$ cat src/rtl/nibble_serial_adder.sv
// Multi-cycle WIDTH-bit adder that reuses one 4-bit ripple stage, LSB nibble first.
// Optional signed-overflow output enabled by defining OVERFLOW_FLAG_EN.
module ripple_carry_adder_4bit (
  input  logic [3:0] a,
  input  logic [3:0] b,
  input  logic       cin,
  output logic [3:0] sum,
  output logic       cout
);
  logic [4:0] c;
  assign c[0] = cin;
  for (genvar i = 0; i < 4; i++) begin : g_fa
    assign sum[i]   = a[i] ^ b[i] ^ c[i];
    assign c[i+1]   = (a[i] & b[i]) | (c[i] & (a[i] ^ b[i]));
  end
  assign cout = c[4];
endmodule

module nibble_serial_adder #(
  parameter int WIDTH = 16
) (
  input  logic             clk,
  input  logic             rst_n,
  input  logic             in_valid,
  output logic             in_ready,
  input  logic [WIDTH-1:0] a,
  input  logic [WIDTH-1:0] b,
  input  logic             cin,
  output logic             out_valid,
  input  logic             out_ready,
  output logic [WIDTH-1:0] sum,
  output logic             cout,
  output logic             busy
`ifdef OVERFLOW_FLAG_EN
  ,
  output logic             ovf
`endif
);
  if ((WIDTH % 4) != 0 || WIDTH < 4) begin : g_bad_width
    $error("nibble_serial_adder: WIDTH must be a multiple of 4 and >= 4");
  end

  localparam int NIB = WIDTH / 4;
  localparam int CW  = (NIB > 1) ? $clog2(NIB) : 1;
  localparam logic [CW-1:0] LAST = CW'(NIB - 1);

  typedef enum logic [1:0] {IDLE, RUN, DONE} state_t;

  state_t           state;
  logic [CW-1:0]    cnt;
  logic             carry;
  logic [WIDTH-1:0] a_reg, b_reg;
  logic [3:0]       na, nb, ns;
  logic             nc;

  assign na = a_reg[cnt*4 +: 4];
  assign nb = b_reg[cnt*4 +: 4];

  ripple_carry_adder_4bit u_rca (
    .a    (na),
    .b    (nb),
    .cin  (carry),
    .sum  (ns),
    .cout (nc)
  );

  always_ff @(posedge clk or negedge rst_n) begin
    if (!rst_n) begin
      state <= IDLE;
      cnt   <= '0;
      carry <= 1'b0;
      a_reg <= '0;
      b_reg <= '0;
      sum   <= '0;
      cout  <= 1'b0;
`ifdef OVERFLOW_FLAG_EN
      ovf   <= 1'b0;
`endif
    end else begin
      case (state)
        IDLE: if (in_valid) begin
          a_reg <= a;
          b_reg <= b;
          carry <= cin;
          cnt   <= '0;
          state <= RUN;
        end
        RUN: begin
          sum[cnt*4 +: 4] <= ns;
          carry           <= nc;
          cnt             <= cnt + 1'b1;
          if (cnt == LAST) begin
            cout  <= nc;
            cnt   <= '0;
`ifdef OVERFLOW_FLAG_EN
            // carry into the MSB is recoverable from the MSB's own sum bit
            ovf   <= (na[3] ^ nb[3] ^ ns[3]) ^ nc;
`endif
            state <= DONE;
          end
        end
        DONE: if (out_ready) state <= IDLE;
        default: state <= IDLE;
      endcase
    end
  end

  assign in_ready  = (state == IDLE);
  assign out_valid = (state == DONE);
  assign busy      = (state != IDLE);
endmodule

$ cat config.mk
export PLATFORM = sky130hd
export DESIGN_NAME = nibble_serial_adder
export DESIGN_NICKNAME = d
export VERILOG_FILES = /design/src/rtl/nibble_serial_adder.sv
export SDC_FILE = /design/constraint.sdc
export NUM_CORES = 1
export LEC_CHECK = 0
export CAP_MARGIN = 25
export CORE_MARGIN = 8
export CORE_UTILIZATION = 60
export CTS_BUF_LIST = sky130_fd_sc_hd__clkbuf_4
export CTS_CLUSTER_DIAMETER = 80
export DETAILED_ROUTE_END_ITERATION = 12
export DONT_BUFFER_PORTS = 1
export PLACE_DENSITY_LB_ADDON = 0.05
export SLEW_MARGIN = 20
export SYNTH_ARGS = -nofsm -noshare
export SYNTH_HDL_FRONTEND = slang
export SYNTH_SLANG_ARGS = --single-unit
$ cat constraint.sdc
create_clock -name clk -period 3.45 [get_ports clk]
set_input_delay 0.345 -clock clk [delete_from_list [all_inputs] [get_ports clk]]
set_output_delay 0.345 -clock clk [all_outputs]
set_load 0.02 [all_outputs]
==> metrics.cfg, run 1 <==
[placement]
io_buffers = 0
dp_cells = 224
gp_congestion = 0.713
place_hpwl_um = 3700

[worst_setup_path]
path_class = register to register
crit_fanout = 4
cp-end-kind = register
worstPathArrival_ns = 3.23
critPathLaunchType = register
crit_required_ns = 3.72

[global_routing]
grt_max_degree = 55
grt_util_all_layers = 0.144
grt_pass1_vias = 1590
overflow = 0
grt_pass1_wl_um = 8090
antenna_found_initial = 0

[timing]
final-max-slew-violation-count = 0
setup_viol = 0
period_needed_ns = 2.96
tightest_slew_ns = 0.510
fin_tns_setup_ns = 0
finalCritPeriodShare = 0.859
rsz0062_at_grt = no
relSlewSlack = 0.660
finalClockSkew_ns = 0.0130
finalHoldViolCount = 0
fmax_mhz = 337

[synthesis]
yosys.cell_types.count = 32
ys_seq_area_frac = 0.501
ys_ff_latch = 54
syn_inst = 180
yosysWarnings = 0
syn_area_per_cell_um2 = 15.0
syn_nets = 227
syn_area_um2 = 2700

[pwr]
power.density_nw_per_um2 = 1090
power_uw = 3050
max-vdd-ir-drop_mv = 0.495
power.leakage_uw = 0.00125

[clocking]
cts_tree = yes
h-tree-depth = 2
clk_latency_ns = 0.36
clkTransAtPathRegs_ns = 0.14
post_cts_buffers = 0
cts_root_buffer = clkbuf_4
cts_sinks = 54
clk_path_buf_depth = 2
cts_buffers = 5

[cells_and_area]
final_common_cell = dfrtp_1
fillers = 334
nets = 228
instances_no_fill = 234
diodes = 0
drive_gt1_frac = 0.352
final_cell_mix = dfrtp_1 (54), mux2_2 (43), inv_1 (11)
area_growth_pct = 4.13

[floorplanning]
core_um2 = 4350
initial_core_util = 0.620
dieArea_um2 = 6900
die_x_um = 83.1
ioPinCount = 57
core.rowCount = 24
die_height_um = 83.1

[hold_path]
hold_path.class = input port to register

[status]
status = finished, final reports clean

[flow_run]
cap_violations = 0

[detailed_routing]
drc = 0
vias = 1461
drtIter0Drc = 34
drt-total-wl_um = 4810
firstDrtPassIters = 4
wire_per_inst_um = 20.6
antenna_left = 0
vias_per_cell = 6.24

## worst max-delay path, cell delays in order, from the launching register on
cell     delay [ns]
dfrtp_1        0.45
mux4_1         0.58
inv_1          0.09
fa_1           0.18
fa_1           0.16
inv_1          0.06
fa_1           0.38
fa_1           0.49
and4b_1        0.23
mux2_2         0.25
## per-layer routing
metal | track usage | share of wire
met1 | 0.157 | 0.38
met2 | 0.243 | 0.53
met3 | 0.0693 | 0.082
met4 | 0.0383 | 0.011
met5 | 0 | 0
## cells by family (layout without fill, tap and decap cells)
kind of cell / Yosys count / after routing / synth area share
AO/OA/AOI/OAI: 10 / 10 / 0.0315
adder cells (fa/ha/maj): 10 / 10 / 0.0575
buffers and inverters: 23 / 25 / 0.0538
flip-flops: 54 / 54 / 0.501
multiplexers: 53 / 53 / 0.260
AND/OR/NAND/NOR: 30 / 30 / 0.0960
## timing repair
action | in CTS | in global routing
endpoints found under the hold margin | 54 | 0
resized for setup | 0 | 0
hold buffers | 2 | 0
## Yosys cell counts (all sizes together)
library cell | count | area share
or2b | 1 | 0.0028
a22o | 2 | 0.0065
mux4 | 8 | 0.072
inv | 11 | 0.015
and4bb | 1 | 0.0046
and3b | 3 | 0.011
a222oi | 1 | 0.0037
a32o | 4 | 0.015
and4b | 2 | 0.0074
nand3b | 2 | 0.0056
nor2 | 2 | 0.0028
o21ai | 1 | 0.0019
buf | 12 | 0.038
ha | 6 | 0.028
o21bai | 1 | 0.0028
a21oi | 1 | 0.0019
nand2b | 2 | 0.0046
nor3b | 2 | 0.012
dfrtp | 54 | 0.50
nor4b | 4 | 0.013
and2 | 2 | 0.0046
nor2b | 4 | 0.0093
nor4bb | 5 | 0.019
mux2 | 45 | 0.19
fa | 4 | 0.030
## path summary, 6_finish.rpt
path / startpoint / end / slack (ns) / cells past startpoint
max: cnt[0] / sum[7] / 0.49 / 9
min: out_ready / state[1] / 0.07 / 1
max reg2reg: cnt[0] / sum[7] / 0.49 / 9
min reg2reg: b_reg[11] / b_reg[11] / 0.52 / 1
max in group asynchronous: rst_n / b_reg[11] / 2.72 / 2
min in group asynchronous: rst_n / sum[5] / 0.48 / 2
## per-stage QoR
stage	worst slack, ns	instance area (µm²)	util	hold WS, ns
5_1_grt	0.337	2810	0.645	0.0606
2_1_floorplan	0.545	2700	-	0.0494
4_1_cts	0.472	2810	0.645	0.0568
6_report	0.485	2810	0.645	0.0730
3_3_place_gp	0.603	2690	0.618	0.0511
3_5_place_dp	0.490	2690	0.618	0.0511
## where the power goes
group / switching [µW] / internal [µW]
sequential: 287 / 920
combinational: 698 / 801
clock: 177 / 170
## area by class of cell
| type | count | area (µm²) | share of cell area |
|---|---|---|---|
| clock inverters | 1 | 30.0 | 0.0107 |
| flip-flops and latches | 54 | 1350 | 0.481 |
| multi-input cells | 103 | 1200 | 0.428 |
| well taps | 52 | 65.1 | 0.0232 |
| clock buffers | 7 | 52.6 | 0.0187 |
| repair buffers | 6 | 67.6 | 0.0241 |
| inverters | 11 | 41.3 | 0.0147 |
(Power assumes the default switching activity.)
==> run 2: changes to the inputs <==
CORE_UTILIZATION = 30   (was 60)
==> metrics.cfg, run 2 (same netlist as run 1, synthesis figures left out) <==
[placement]
place_hpwl_um = 4270  ; +16%
place_area_um2 = 2760  ; +2.6%
gp_congestion = 0.682  ; -4.4%
io_buffers = 0  ; unchanged
dp_cells = 280  ; +25%

[timing]
setup_viol = 0  ; unchanged
finalClockSkew_ns = 0.0119  ; -0.00108 ns
fin_tns_setup_ns = 0  ; unchanged
period_needed_ns = 3.03  ; +0.0704 ns
relSlewSlack = 0.646  ; -0.0136
finalHoldViolCount = 0  ; unchanged
final-max-slew-violation-count = 0  ; unchanged
finalCritPeriodShare = 0.880  ; +0.0204
tightest_slew_ns = 0.529  ; +0.0195 ns
fmax_mhz = 329  ; -2.3%
rsz0062_at_grt = no
whs_ns = 0.0691  ; -0.00385 ns

[worst_setup_path]
cpMaxStageDelayCell = mux4_1
crit_fanout = 5  ; +1
crit_required_ns = 3.71  ; about the same
cp-end-kind = register
path_class = register to register
critPathLaunchType = register
max_stage_delay_ns = 0.59  ; about the same
cp_common_cell = fa_1
critical_path.cell_chain = mux4_1, inv_1, fa_1, fa_1, inv_1, fa_1, fa_1, and4b_1, mux2_2
worstPathArrival_ns = 3.30  ; +0.07 ns

[floorplanning]
die_height_um = 111  ; +33%
dieArea_um2 = 12300  ; +78%
ioPinCount = 57  ; unchanged
core.rowCount = 34  ; +42%
core_um2 = 8720  ; +100%
initial_core_util = 0.309  ; -0.310
die_x_um = 111  ; +33%

[pwr]
seqPwrFrac = 0.385  ; -0.011
power_uw = 3130  ; +2.6%
max-vdd-ir-drop_mv = 0.405  ; -18%
power.density_nw_per_um2 = 1090  ; +0.17%
switching_share = 0.397  ; +0.0166
power_switching_uw = 1240  ; +7.1%
clock_power_share = 0.112  ; -0.002
comb_power_share = 0.502  ; +0.011
power.leakage_uw = 0.00125  ; about the same
internal_power_uw = 1890  ; -0.13%

[clocking]
clk_path_buf_depth = 2  ; unchanged
clkTransAtPathRegs_ns = 0.16  ; +0.02 ns
cts_sinks = 54  ; unchanged
clk_latency_ns = 0.36  ; about the same
h-tree-depth = 2  ; unchanged
post_cts_buffers = 0  ; unchanged
cts_buffers = 5  ; unchanged
cts_tree = yes
cts_root_buffer = clkbuf_4

[cells_and_area]
instances_no_fill = 290  ; +24%
multiInputGateArea_um2 = 1200  ; unchanged
final_cell_mix = dfrtp_1 (54), mux2_2 (43), inv_1 (11)
nets = 228  ; unchanged
seq_area_um2 = 1350  ; unchanged
drive_gt1_frac = 0.352  ; unchanged
diodes = 0  ; unchanged
fin_area_um2 = 2880  ; +2.5%
area_growth_pct = 6.68
final_common_cell = dfrtp_1
fillers = 855  ; +160%

[detailed_routing]
drc = 0  ; unchanged
antenna_left = 0  ; unchanged
wire_per_inst_um = 19.4  ; -5.7%
drtIter0Drc = 53  ; +56%
drt-total-wl_um = 5620  ; +17%
firstDrtPassIters = 4  ; unchanged
vias = 1451  ; -0.68%
vias_per_cell = 5.00  ; -20%

[status]
status = finished, final reports clean

[global_routing]
grt_util_all_layers = 0.0944  ; -0.0492
grt_pass1_vias = 1609  ; +1.2%
antenna_found_initial = 0  ; unchanged
grt_max_degree = 55  ; unchanged
overflow = 0  ; unchanged
grt_pass1_wl_um = 9230  ; +14%

[flow_run]
cap_violations = 0  ; unchanged

[hold_path]
hold_path.class = input port to register

==> run 2: metrics by stage <==
stage | worst slack [ns] | utilization
floorplan | 0.545 | -
global placement | 0.488 | 0.316
detailed placement | 0.412 | 0.316
CTS | 0.361 | 0.330
global route | 0.269 | 0.330
finish | 0.415 | 0.330
==> run 2: layout make-up <==
class,count,area share
tap,108,0.0470
multi-input combinational,103,0.417
clock inverter,3,0.0152
timing repair buffer,6,0.0235
clock buffer,5,0.0130
sequential,54,0.470
inverter,11,0.0143
==> run 2: what timing repair did <==
item | in CTS | in global routing
hold endpoints to repair | 54 | 0
hold buffers | 2 | 0
gates resized for setup | 0 | 0
==> run 2: metal layers <==
metal	track usage	vias to the layer above	part of all wire
li1	-	657	-
met1	0.105	761	0.39
met2	0.160	31	0.52
met3	0.0422	2	0.080
met4	0.0243	0	0.0055
met5	0	-	0
==> run 2: power by group through the flow <==
stage               sequential [µW]  clock [µW]  combinational [µW]
floorplan                      1130           0                1290
CTS                            1220         379                1630
global placement               1240           0                1570
global route                   1260         408                1730
detailed placement             1240           0                1610
finish                         1210         352                1570
==> run 2: final timing paths <==
path	startpoint	end	slack, ns	depth (start not counted)
worst max-delay path	cnt[0]	sum[7]	0.42	9
worst min-delay path	out_ready	state[1]	0.07	1
worst max register to register	cnt[0]	sum[7]	0.42	9
worst min register to register	b_reg[13]	b_reg[13]	0.52	1
max in group asynchronous	rst_n	b_reg[3]	2.73	2
min in group asynchronous	rst_n	sum[10]	0.47	2
==> run 2: worst max-delay path: cells and delay by family, from the launching register on <==
kind	cells	cell delay, ns
fa+ha+maj	4	1.23
mux	2	0.84
flops	1	0.50
simple gates	1	0.22
buf+inv	2	0.15
==> run 3: changes to the inputs <==
RECOVER_POWER = 100   (was unset)
==> metrics.cfg, run 3 (same netlist as run 1, synthesis figures left out) <==
[status]
status = complete, but fails checks
violations = max-capacitance violations, max-slew violations

[floorplanning]
core_um2 = 8720  ; unchanged
initial_core_util = 0.309  ; unchanged
dieArea_um2 = 12300  ; unchanged
die_height_um = 111  ; unchanged
ioPinCount = 57  ; unchanged
core.rowCount = 34  ; unchanged
die_x_um = 111  ; unchanged

[pwr]
power.leakage_uw = 0.00124  ; -0.41%
max-vdd-ir-drop_mv = 0.405  ; +0.15%
power.density_nw_per_um2 = 1100  ; +0.83%

[timing]
layout_setup_ws_ns = 0.413  ; -0.00245 ns
fmax_mhz = 329  ; about the same
period_needed_ns = 3.04  ; +0.00245 ns
fin_tns_setup_ns = 0  ; unchanged
final-max-slew-violation-count = 88  ; +88
relSlewSlack = -0.548  ; -1.19
rsz0062_at_grt = no
tightest_slew_ns = 2.32  ; +1.79 ns
whs_ns = 0.0688  ; -0.000316 ns
finalHoldViolCount = 0  ; unchanged
finalClockSkew_ns = 0.0119  ; -0.0000190 ns
setup_viol = 0  ; unchanged
finalCritPeriodShare = 0.880  ; about the same

[clocking]
post_cts_resized = 0  ; unchanged
clk_latency_ns = 0.36  ; about the same
cts_tree = yes
clkTransAtPathRegs_ns = 0.16  ; about the same
cts_sinks = 54  ; unchanged
cts_buffers = 5  ; unchanged
post_cts_buffers = 0  ; unchanged
h-tree-depth = 2  ; unchanged
cts_root_buffer = clkbuf_4
cts_hold_buf = 2  ; unchanged
clk_path_buf_depth = 2  ; unchanged

[hold_path]
hold_path.class = input port to register
hold_path_end = state[1]
holdPathStages = 1  ; unchanged
hp-start = out_ready

[cells_and_area]
final_common_cell = dfrtp_1
diodes = 0  ; unchanged
seq_area_um2 = 1350  ; unchanged
fin_util = 0.327  ; -0.00273
fillers = 860  ; +0.58%
drive_gt1_frac = 0.324  ; -0.0275
area_growth_pct = 5.80
nets = 228  ; unchanged
final_cell_mix = dfrtp_1 (54), mux2_2 (41), inv_1 (11)
multiInputGateArea_um2 = 1200  ; -0.42%
fin_area_um2 = 2850  ; -0.83%

[placement]
place_area_um2 = 2760  ; unchanged
place_hpwl_um = 4270  ; unchanged
gp_congestion = 0.682  ; unchanged
dp_slack_ns = 0.412  ; unchanged
io_buffers = 0  ; unchanged

[detailed_routing]
antenna_left = 0  ; unchanged
drc = 0  ; unchanged
vias_per_cell = 5.04  ; +0.83%
drtIter0Drc = 54  ; +1.9%
firstDrtPassIters = 4  ; unchanged
vias = 1463  ; +0.83%
wire_per_inst_um = 19.4  ; +0.14%
drt-total-wl_um = 5630  ; +0.14%

[worst_setup_path]
critPathLaunchType = register
cp-end-kind = register
worstSetupStartpoint = cnt[0]
worstPathArrival_ns = 3.30  ; about the same
timing.rr.start = cnt[0]
ff2ff_setup_slack_ns = 0.41  ; about the same
worstRegToRegCells = 9  ; unchanged
r2r-end = sum[7]
crit_fanout = 5  ; unchanged
path_class = register to register
crit_required_ns = 3.71  ; about the same

[global_routing]
grt_pass1_vias = 1609  ; unchanged
grt_pass1_wl_um = 9230  ; unchanged
grt_max_degree = 55  ; unchanged
grt_util_all_layers = 0.0944  ; unchanged
overflow = 0  ; unchanged
antenna_found_initial = 0  ; unchanged

[flow_run]
cap_violations = 2  ; +2

-- run 3: changes by cell type in the layout (fill, tap and decap cells not counted), sizes merged --
cell	delta
buf	-2
clkbuf	+1
dlymetal6s4s	+1
-- run 3: layer usage --
metal / wire length [µm] / GRT usage / vias up
met5: 0 / 0 / -
li1: - / - / 660
met2: 2930 / 0.160 / 33
met3: 446 / 0.0422 / 2
met1: 2220 / 0.105 / 768
met4: 31 / 0.0243 / 0
-- run 3: critical path, cell delays in order, from the launching register on --
cell	delay, ns
dfrtp_1	0.50
mux4_1	0.59
inv_1	0.10
fa_1	0.19
fa_1	0.16
inv_1	0.05
fa_1	0.38
fa_1	0.50
and4b_1	0.22
mux2_2	0.25
-- run 3: per-stage QoR --
step	power (µW)	cells
6_report	3130	290
5_1_grt	3400	290
4_1_cts	3230	290
3_5_place_dp	2850	280
3_3_place_gp	2820	280
2_1_floorplan	2420	180
-- run 3: how the worst max path moves through the flow --
stage	end	slack, ns	cells after the start
2_1_floorplan	sum[7]	0.54	10
6_report	sum[7]	0.41	9
3_3_place_gp	sum[7]	0.49	9
3_5_place_dp	sum[7]	0.41	9
5_1_grt	b_reg[13]	0.20	2
4_1_cts	sum[7]	0.36	9
-- run 3: area by class of cell --
cell class	instances	area share
clock buffers	5	0.0132
multi-input cells	103	0.419
inverters	11	0.0145
clock inverters	3	0.0153
well taps	108	0.0473
flip-flops and latches	54	0.473
repair buffers	6	0.0171
-- run 3: power breakdown --
part	leakage, µW	internal (µW)	total, µW	switching, µW
Clock	0.0000456	154	353	198
Combinational	0.000530	810	1570	764
Sequential	0.000668	919	1210	287
Total	0.00124	1880	3130	1250
